==> src/rtl/rob_param_if.sv <==
// Bundle of every non-clock/reset signal of the reorder buffer: dispatch, CDB,
// retire, recovery and status. The pipeline drives it as master, the ROB as slave.
interface rob_param_if #(
  parameter int DEPTH = 32,
  parameter int WIDTH = 2,
  parameter int CDB_N = 2,
  parameter int TAG_W = 6
);
  localparam int IW = $clog2(DEPTH);
  localparam int CW = IW + 1;

  logic [WIDTH-1:0]             dispatch_valid;
  logic [WIDTH-1:0][TAG_W-1:0]  dispatch_T_new;
  logic [WIDTH-1:0][TAG_W-1:0]  dispatch_T_old;
  logic [WIDTH-1:0]             dispatch_halt;
  logic                         dispatch_accept;
  logic [WIDTH-1:0][IW-1:0]     dispatch_idx;
  logic [CDB_N-1:0]             cdb_valid;
  logic [CDB_N-1:0][TAG_W-1:0]  cdb_tag;
  logic                         retire_en;
  logic [WIDTH-1:0]             retire_valid;
  logic [WIDTH-1:0][TAG_W-1:0]  retire_T_new;
  logic [WIDTH-1:0][TAG_W-1:0]  retire_T_old;
  logic [WIDTH-1:0]             retire_halt;
  logic                         squash_valid;
  logic [IW-1:0]                squash_idx;
  logic                         flush;
  logic [CW-1:0]                free_count;
  logic                         full;
  logic                         empty;
  logic                         halted;

  modport master (
    output dispatch_valid, dispatch_T_new, dispatch_T_old, dispatch_halt,
    output cdb_valid, cdb_tag, retire_en, squash_valid, squash_idx, flush,
    input  dispatch_accept, dispatch_idx, retire_valid, retire_T_new, retire_T_old,
    input  retire_halt, free_count, full, empty, halted
  );

  modport slave (
    input  dispatch_valid, dispatch_T_new, dispatch_T_old, dispatch_halt,
    input  cdb_valid, cdb_tag, retire_en, squash_valid, squash_idx, flush,
    output dispatch_accept, dispatch_idx, retire_valid, retire_T_new, retire_T_old,
    output retire_halt, free_count, full, empty, halted
  );
endinterface

==> src/rtl/rob_param.sv <==
// Parameterised reorder buffer: multi-lane in-order dispatch and retire,
// CDB wakeup, branch squash, full flush and a sticky HALTED state.
module rob_param #(
  parameter int DEPTH = 32,
  parameter int WIDTH = 2,
  parameter int CDB_N = 2,
  parameter int TAG_W = 6
) (
  input logic       clk_i,
  input logic       rst_ni,
  rob_param_if.slave rob
);
  localparam int IW = $clog2(DEPTH);
  localparam int CW = IW + 1;

  typedef enum logic {RUN, HALTED} state_e;
  typedef logic [IW:0]   ptr_t;
  typedef logic [IW-1:0] idx_t;

  state_e                      state_q, state_d;
  ptr_t                        head_q, head_d, tail_q, tail_d;
  logic [DEPTH-1:0]            busy_q, busy_d, ready_q, ready_d;
  logic [DEPTH-1:0][TAG_W-1:0] tnew_q, told_q;
  logic [DEPTH-1:0]            halt_q;
  logic [CW-1:0]               free_q, free_d;
  logic                        full_q, empty_q;

  logic [CW-1:0]    k, n_ret;
  logic             accept, squash_hit, halt_ret;
  idx_t             sq_off;
  idx_t             disp_idx [WIDTH];
  idx_t             ret_idx  [WIDTH];
  logic [WIDTH-1:0] ret_valid;
  ptr_t             occ_d;

  assign squash_hit = rob.squash_valid && busy_q[rob.squash_idx];
  assign sq_off     = rob.squash_idx - head_q[IW-1:0];

  always_comb begin : dispatch_logic
    k = '0;
    for (int i = 0; i < WIDTH; i++) begin
      k           = k + CW'(rob.dispatch_valid[i]);
      disp_idx[i] = tail_q[IW-1:0] + idx_t'(i);
    end
    // Compared against the registered free count, so slots freed by a
    // same-cycle retire are never handed out.
    accept = rst_ni && (k != '0) && (k <= free_q) && (state_q == RUN) &&
             !rob.squash_valid && !rob.flush;
  end

  always_comb begin : retire_logic
    logic go;
    // NOTE: always_comb uses blocking '=' and assigns every output a default
    // first, so the in-order chain below reads naturally and no latch appears.
    go        = rst_ni && rob.retire_en && (state_q == RUN) && !rob.flush;
    ret_valid = '0;
    n_ret     = '0;
    halt_ret  = 1'b0;
    for (int j = 0; j < WIDTH; j++) begin
      ret_idx[j] = head_q[IW-1:0] + idx_t'(j);
      // A squash cuts the chain after the branch so no squashed entry commits.
      if (go && busy_q[ret_idx[j]] && ready_q[ret_idx[j]] &&
          (!squash_hit || idx_t'(j) <= sq_off)) begin
        ret_valid[j] = 1'b1;
        n_ret        = n_ret + CW'(1);
        if (halt_q[ret_idx[j]]) begin
          halt_ret = 1'b1;
          go       = 1'b0;
        end
      end else begin
        go = 1'b0;
      end
    end
  end

  always_comb begin : next_state
    idx_t off;
    busy_d  = busy_q;
    ready_d = ready_q;
    head_d  = head_q + ptr_t'(n_ret);
    tail_d  = tail_q;
    state_d = halt_ret ? HALTED : state_q;
    off     = '0;

    for (int e = 0; e < DEPTH; e++)
      for (int c = 0; c < CDB_N; c++)
        if (busy_q[e] && rob.cdb_valid[c] && tnew_q[e] == rob.cdb_tag[c])
          ready_d[e] = 1'b1;

    for (int j = 0; j < WIDTH; j++)
      if (ret_valid[j]) busy_d[ret_idx[j]] = 1'b0;

    if (rob.flush) begin
      busy_d  = '0;
      ready_d = '0;
      head_d  = '0;
      tail_d  = '0;
    end else if (squash_hit) begin
      for (int e = 0; e < DEPTH; e++) begin
        off = idx_t'(e) - head_q[IW-1:0];
        if (off > sq_off) busy_d[e] = 1'b0;
      end
      tail_d = head_q + ptr_t'(sq_off) + ptr_t'(1);
    end else if (accept) begin
      for (int i = 0; i < WIDTH; i++) begin
        if (rob.dispatch_valid[i]) begin
          busy_d[disp_idx[i]]  = 1'b1;
          ready_d[disp_idx[i]] = 1'b0;
        end
      end
      tail_d = tail_q + ptr_t'(k);
    end

    occ_d  = tail_d - head_d;
    free_d = CW'(DEPTH) - occ_d;
  end

  always_ff @(posedge clk_i) begin
    if (!rst_ni) begin
      state_q <= RUN;
      head_q  <= '0;
      tail_q  <= '0;
      busy_q  <= '0;
      ready_q <= '0;
      free_q  <= CW'(DEPTH);
      full_q  <= 1'b0;
      empty_q <= 1'b1;
    end else begin
      state_q <= state_d;
      head_q  <= head_d;
      tail_q  <= tail_d;
      busy_q  <= busy_d;
      ready_q <= ready_d;
      free_q  <= free_d;
      full_q  <= (free_d == '0);
      empty_q <= (free_d == CW'(DEPTH));
    end
  end

  // NOTE: payload fields are not reset; busy/ready gate every use of them,
  // which keeps the storage as plain enabled flops or RAM.
  always_ff @(posedge clk_i) begin
    if (accept) begin
      for (int i = 0; i < WIDTH; i++) begin
        if (rob.dispatch_valid[i]) begin
          tnew_q[disp_idx[i]] <= rob.dispatch_T_new[i];
          told_q[disp_idx[i]] <= rob.dispatch_T_old[i];
          halt_q[disp_idx[i]] <= rob.dispatch_halt[i];
        end
      end
    end
  end

  always_comb begin : outputs
    for (int i = 0; i < WIDTH; i++) begin
      rob.dispatch_idx[i] = disp_idx[i];
      rob.retire_T_new[i] = tnew_q[ret_idx[i]];
      rob.retire_T_old[i] = told_q[ret_idx[i]];
      rob.retire_halt[i]  = ret_valid[i] && halt_q[ret_idx[i]];
    end
  end

  assign rob.dispatch_accept = accept;
  assign rob.retire_valid    = ret_valid;
  assign rob.free_count      = free_q;
  assign rob.full            = full_q;
  assign rob.empty           = empty_q;
  assign rob.halted          = (state_q == HALTED);

endmodule

==> src/flat_wrapper.sv <==
// flat-port wrapper written by rule: the top's interface ports become plain ports
module rob_param_flat 
#(
  parameter int DEPTH = 32,
  parameter int WIDTH = 2,
  parameter int CDB_N = 2,
  parameter int TAG_W = 6
)
  (clk_i, rst_ni, rob_dispatch_valid, rob_dispatch_T_new, rob_dispatch_T_old, rob_dispatch_halt, rob_cdb_valid, rob_cdb_tag, rob_retire_en, rob_squash_valid, rob_squash_idx, rob_flush, rob_dispatch_accept, rob_dispatch_idx, rob_retire_valid, rob_retire_T_new, rob_retire_T_old, rob_retire_halt, rob_free_count, rob_full, rob_empty, rob_halted);
  rob_param_if #(.DEPTH(DEPTH), .WIDTH(WIDTH), .CDB_N(CDB_N), .TAG_W(TAG_W)) rob_i ();
  input logic clk_i;
  input logic rst_ni;
  input wire logic [$bits(rob_i.dispatch_valid)-1:0] rob_dispatch_valid;
  input wire logic [$bits(rob_i.dispatch_T_new)-1:0] rob_dispatch_T_new;
  input wire logic [$bits(rob_i.dispatch_T_old)-1:0] rob_dispatch_T_old;
  input wire logic [$bits(rob_i.dispatch_halt)-1:0] rob_dispatch_halt;
  input wire logic [$bits(rob_i.cdb_valid)-1:0] rob_cdb_valid;
  input wire logic [$bits(rob_i.cdb_tag)-1:0] rob_cdb_tag;
  input wire logic [$bits(rob_i.retire_en)-1:0] rob_retire_en;
  input wire logic [$bits(rob_i.squash_valid)-1:0] rob_squash_valid;
  input wire logic [$bits(rob_i.squash_idx)-1:0] rob_squash_idx;
  input wire logic [$bits(rob_i.flush)-1:0] rob_flush;
  output wire logic [$bits(rob_i.dispatch_accept)-1:0] rob_dispatch_accept;
  output wire logic [$bits(rob_i.dispatch_idx)-1:0] rob_dispatch_idx;
  output wire logic [$bits(rob_i.retire_valid)-1:0] rob_retire_valid;
  output wire logic [$bits(rob_i.retire_T_new)-1:0] rob_retire_T_new;
  output wire logic [$bits(rob_i.retire_T_old)-1:0] rob_retire_T_old;
  output wire logic [$bits(rob_i.retire_halt)-1:0] rob_retire_halt;
  output wire logic [$bits(rob_i.free_count)-1:0] rob_free_count;
  output wire logic [$bits(rob_i.full)-1:0] rob_full;
  output wire logic [$bits(rob_i.empty)-1:0] rob_empty;
  output wire logic [$bits(rob_i.halted)-1:0] rob_halted;
  assign rob_i.dispatch_valid = rob_dispatch_valid;
  assign rob_i.dispatch_T_new = rob_dispatch_T_new;
  assign rob_i.dispatch_T_old = rob_dispatch_T_old;
  assign rob_i.dispatch_halt = rob_dispatch_halt;
  assign rob_i.cdb_valid = rob_cdb_valid;
  assign rob_i.cdb_tag = rob_cdb_tag;
  assign rob_i.retire_en = rob_retire_en;
  assign rob_i.squash_valid = rob_squash_valid;
  assign rob_i.squash_idx = rob_squash_idx;
  assign rob_i.flush = rob_flush;
  assign rob_dispatch_accept = rob_i.dispatch_accept;
  assign rob_dispatch_idx = rob_i.dispatch_idx;
  assign rob_retire_valid = rob_i.retire_valid;
  assign rob_retire_T_new = rob_i.retire_T_new;
  assign rob_retire_T_old = rob_i.retire_T_old;
  assign rob_retire_halt = rob_i.retire_halt;
  assign rob_free_count = rob_i.free_count;
  assign rob_full = rob_i.full;
  assign rob_empty = rob_i.empty;
  assign rob_halted = rob_i.halted;
  rob_param #(.DEPTH(DEPTH), .WIDTH(WIDTH), .CDB_N(CDB_N), .TAG_W(TAG_W)) u_core (.clk_i(clk_i), .rst_ni(rst_ni), .rob(rob_i));
endmodule
==> config.mk <==
export PLATFORM = sky130hd
export DESIGN_NAME = rob_param_flat
export DESIGN_NICKNAME = d
export VERILOG_FILES = /design/src/rtl/rob_param_if.sv /design/src/rtl/rob_param.sv /design/src/flat_wrapper.sv
export SDC_FILE = /design/constraint.sdc
export NUM_CORES = 2
export LEC_CHECK = 0
export ABC_AREA = 0
export BUFFER_PORTS_ARGS = -buffer_cell sky130_fd_sc_hd__buf_2
export CAP_MARGIN = 10
export CORE_UTILIZATION = 45
export CTS_BUF_LIST = sky130_fd_sc_hd__clkbuf_4 sky130_fd_sc_hd__clkbuf_8
export DETAILED_ROUTE_END_ITERATION = 8
export PLACE_DENSITY = 0.62
export SLEW_MARGIN = 20
export SYNTH_ARGS = -nofsm -noshare
export SYNTH_HDL_FRONTEND = slang
export SYNTH_SLANG_ARGS = --single-unit
==> constraint.sdc <==
create_clock -name clk_i -period 19.1 [get_ports clk_i]
set_input_delay 1.91 -clock clk_i [delete_from_list [all_inputs] [get_ports clk_i]]
set_output_delay 1.91 -clock clk_i [all_outputs]
set_load 0.02 [all_outputs]
==> summary.log <==
INFO  finish         final_common_cell=sky130_fd_sc_hd__nand2_1
INFO  setup_path     critPathCaptureType=primary output
INFO  setup_path     crit_arrival=6.56ns
INFO  logic_synthesis async_reset_ff_share=0%
INFO  logic_synthesis mappedNetlistNets=4014
INFO  timing         maxSlewHeadroom=23.0%
INFO  timing         finalHoldViolations=0
INFO  routing        drc=0
INFO  min_path       worst_hold_startpoint=u_core.ready_q[6]
INFO  grt            grt-ovfl-total=0
INFO  finish         seq_area=14200squm
INFO  setup_path     required=17.19ns
INFO  setup_path     cpMaxStageDelayCell=sky130_fd_sc_hd__dfxtp_4
INFO  placed_design  portBuffers=99
INFO  finish         finish.net_count=3963
INFO  setup_path     critical_path.max_fanout=42
INFO  finish         mostFrequentLayoutCells=473 x sky130_fd_sc_hd__nand2_1, 436 x sky130_fd_sc_hd__mux2i_1, 416 x sky130_fd_sc_hd__edfxtp_1
INFO  logic_synthesis synth.yosys.seq_area_share=35.4%
INFO  routing        routed_wl=153000um
INFO  setup_path     path_class=flop to primary output
INFO  timing         final_min_period_over_clock_period=44.4%
INFO  cts            cts_made_buffers=94
INFO  setup_path     timing.critical_path.cells=buf_4 > ha_1 > xor2_2 > inv_2 > buf_4 > mux4_2 > mux4_2 > nor2_1 > nor2_1 > nor3b_4 > buf_4 > a21boi_2 > buf_2
INFO  routing        routed-via-count=33500
INFO  setup_path     worstReg2RegStart=u_core.head_q[1]
INFO  grt            groute.usage.overall=33.5%
INFO  timing         count_of_endpoints_failing_setup_in_the_final_report=0
INFO  run_status     result_of_the_run=completed
INFO  cts            number_of_resized_instances_in_the_post_cts_repair_step=0
INFO  logic_synthesis synth_area_per_cell=10.4squm
INFO  logic_synthesis number_of_synthesized_flops_with_an_enable_pin=416
INFO  routing        routed_wire_length_per_instance=30.5um
INFO  placed_design  gpl.final_weighted_congestion=1.00
INFO  cts            post_cts_hold_buffer_count=0
INFO  floorplanning  design.die.area=90400squm
INFO  setup_path     crit_start=u_core.head_q[1]
INFO  cts            tritoncts_clock_tree=yes
INFO  logic_synthesis synth.ff_latch_count=501
INFO  cts            clk_root_buffer_cell=sky130_fd_sc_hd__clkbuf_8
INFO  power          ir_drop=0.0575mV
INFO  routing        drt_iter0_drc=4531
INFO  routing        avgViaCountPerCell=6.66
INFO  setup_path     crit_path_max_incr_delay=0.83ns
INFO  finish         flow.area_growth_from_synthesis=8.79%
INFO  floorplanning  initial_core_util=45.4%
INFO  logic_synthesis yosys.cell_types.count=64
INFO  cts            clkLatencyLatePin=0.76ns
INFO  routing        drt_first_pass_iters=6
INFO  cts            h-tree-depth=3
INFO  grt            grt_pass1_vias=31900
INFO  logic_synthesis yosys_warnings=0
INFO  routing        ant_nets=0
INFO  grt            initial_antenna_violation_count=12
INFO  logic_synthesis yosysTopAreaCellShare=31.1%
INFO  cts            total_number_of_clock_tree_sinks=501
INFO  timing         maximum_clock_frequency=118MHz
INFO  finish         finish.cell_count_without_fillers=5036
INFO  cts            clock_pin_transition_on_the_worst_setup_and_hold_timing_paths=0.06ns
INFO  timing         worstMarginPinSlew=1.16ns
INFO  power          power.static_leakage=13.9nW
INFO  logic_synthesis synth_area=40100squm
INFO  timing         setup-tns-final=0ns
INFO  logic_synthesis syn_inst=3842
INFO  timing         worst_hold_slack=0.518ns
INFO  logic_synthesis synth.largest_area_cell=sky130_fd_sc_hd__edfxtp_1
INFO  power          power.density=61.1nW/um^2
INFO  cts            clock_path_buffers=3
INFO  floorplanning  fp.dieH=301um
INFO  finish         fill_cells=8123
INFO  min_path       hp-class=flop to flop
INFO  setup_path     crit_path_frequent_cell=sky130_fd_sc_hd__buf_4
INFO  run            cap_violations=0
INFO  placed_design  placed_cells_incl_taps=4860
INFO  finish         multiInputGateArea=24600squm
INFO  timing         final.setup_skew=0.0588ns
INFO  setup_path     reg2reg_setup_slack=11.18ns
INFO  timing         period_minus_slack=8.47ns
INFO  floorplanning  core_area=88400squm
INFO  timing         grt_setup_unrepaired=false
INFO  logic_synthesis dominantRegCellSynth=sky130_fd_sc_hd__edfxtp_1
INFO  logic_synthesis synth.area.top_cells=sky130_fd_sc_hd__edfxtp_1 31%, sky130_fd_sc_hd__mux4_2 16%, sky130_fd_sc_hd__mux2i_1 11%
INFO  setup_path     worst_setup_path_start_kind=flop
INFO  floorplanning  rows=109
INFO  finish         fraction_of_final_layout_cells_with_drive_strength_greater_than_1=18.3%
INFO  floorplanning  ioPinCount=100
INFO  timing         slew_viol_final=0
INFO  floorplanning  die_w=301um
INFO  grt            grt_max_degree=182
INFO  grt            grt_first_pass_wirelength=223000um
INFO  placed_design  post-dp-hpwl=98700um
INFO  cts            postCtsSetupRepairBufs=0
[per-stage QoR]
step / total power [mW] / cell area, sq um / setup WS, ns / utilization, %
after floorplan: 1.48 / 40100 / 2.04 / -
after global placement: 1.57 / 41700 / 11.16 / 47.2
after detailed placement: 1.57 / 41700 / 11.13 / 47.2
after CTS: 2.67 / 43600 / 10.74 / 49.4
after global routing: 2.74 / 43700 / 10.50 / 49.4
final: 2.67 / 43700 / 10.63 / 49.4
[worst max-delay path: cells and delay by family, from the launching register on]
| family | cells | cell delay (ns) |
|---|---|---|
| flip-flops | 1 | 0.83 |
| multiplexers | 2 | 0.83 |
| XOR/XNOR | 1 | 0.73 |
| AND/OR/NAND/NOR | 3 | 0.46 |
| AO/OA/AOI/OAI | 1 | 0.38 |
| adder cells (fa/ha/maj) | 1 | 0.53 |
| buffers and inverters | 5 | 2.02 |
[final timing paths]
kind | end | cells past startpoint
hold reg to reg | u_core.ready_q[6] | 1
setup reg to reg | u_core.rob.full | 22
hold / removal | u_core.ready_q[6] | 1
setup / recovery | rob_retire_halt[1] | 13
[cell usage after synthesis (all sizes together) (4+ instances only)]
library cell and n:
xnor2 288, clkbuf 252, a311o 25, xor2 138, and3 38, a211o 10
mux2i 436, nand2 473, clkinv 4, nor3 12, nor3b 6, and2 9
a21o 22, nor2b 10, o21ai 391, edfxtp 416, a21oi 153, dfxtp 85
nor4 66, o2111ai 30, inv 58, nor2 200, mux4 279, buf 85
fa 5, and4 7, o311a 32, nand2b 12, o31ai 4, nand3 141
ha 115, a22oi 4
[per-layer routing]
metal	vias up	track usage (%)	share of wire, %
met3	478	9.44	13
met1	16400	45.2	38
met2	2373	49.6	43
met5	-	0	0.073
li1	14200	-	-
met4	16	16.3	5.5
[report_power, final]
part / switching (mW) / total [mW] / internal [mW] / leakage, nW
logic: 0.202 / 0.314 / 0.112 / 8.36
registers: 0.0350 / 1.25 / 1.21 / 4.48
clock network: 0.515 / 1.11 / 0.593 / 1.02
[cells by family after synthesis]
kind of cell	Yosys count	share of synthesized area (%)
fa+ha+maj	120	3.83
simple gates	990	10.9
mux	715	26.5
xor+xnor	426	9.31
flops	501	35.4
compound gates	691	10.1
buf+inv	399	3.95
[registers in the layout, summed over array words and instances, names as in the netlist, 6 cells and up]
name and cells:
u_core.told_q 192, u_core.tnew_q 192, u_core.ready_q 32, u_core.head_q 6
u_core.tail_q 6, u_core.rob.free_count 6, u_core.busy_q 32, u_core.halt_q 32
[final cells by class]
| cell class | instances | area share (%) |
|---|---|---|
| multi-input cells | 2942 | 56.4 |
| flip-flops and latches | 501 | 32.5 |
| clock buffers | 138 | 3.85 |
| well taps | 1165 | 3.34 |
| repair buffers | 190 | 2.76 |
| clock inverters | 32 | 0.547 |
| inverters | 62 | 0.539 |
| diodes | 6 | 0.0344 |
Note: power is estimated with default switching activity, not from simulation.
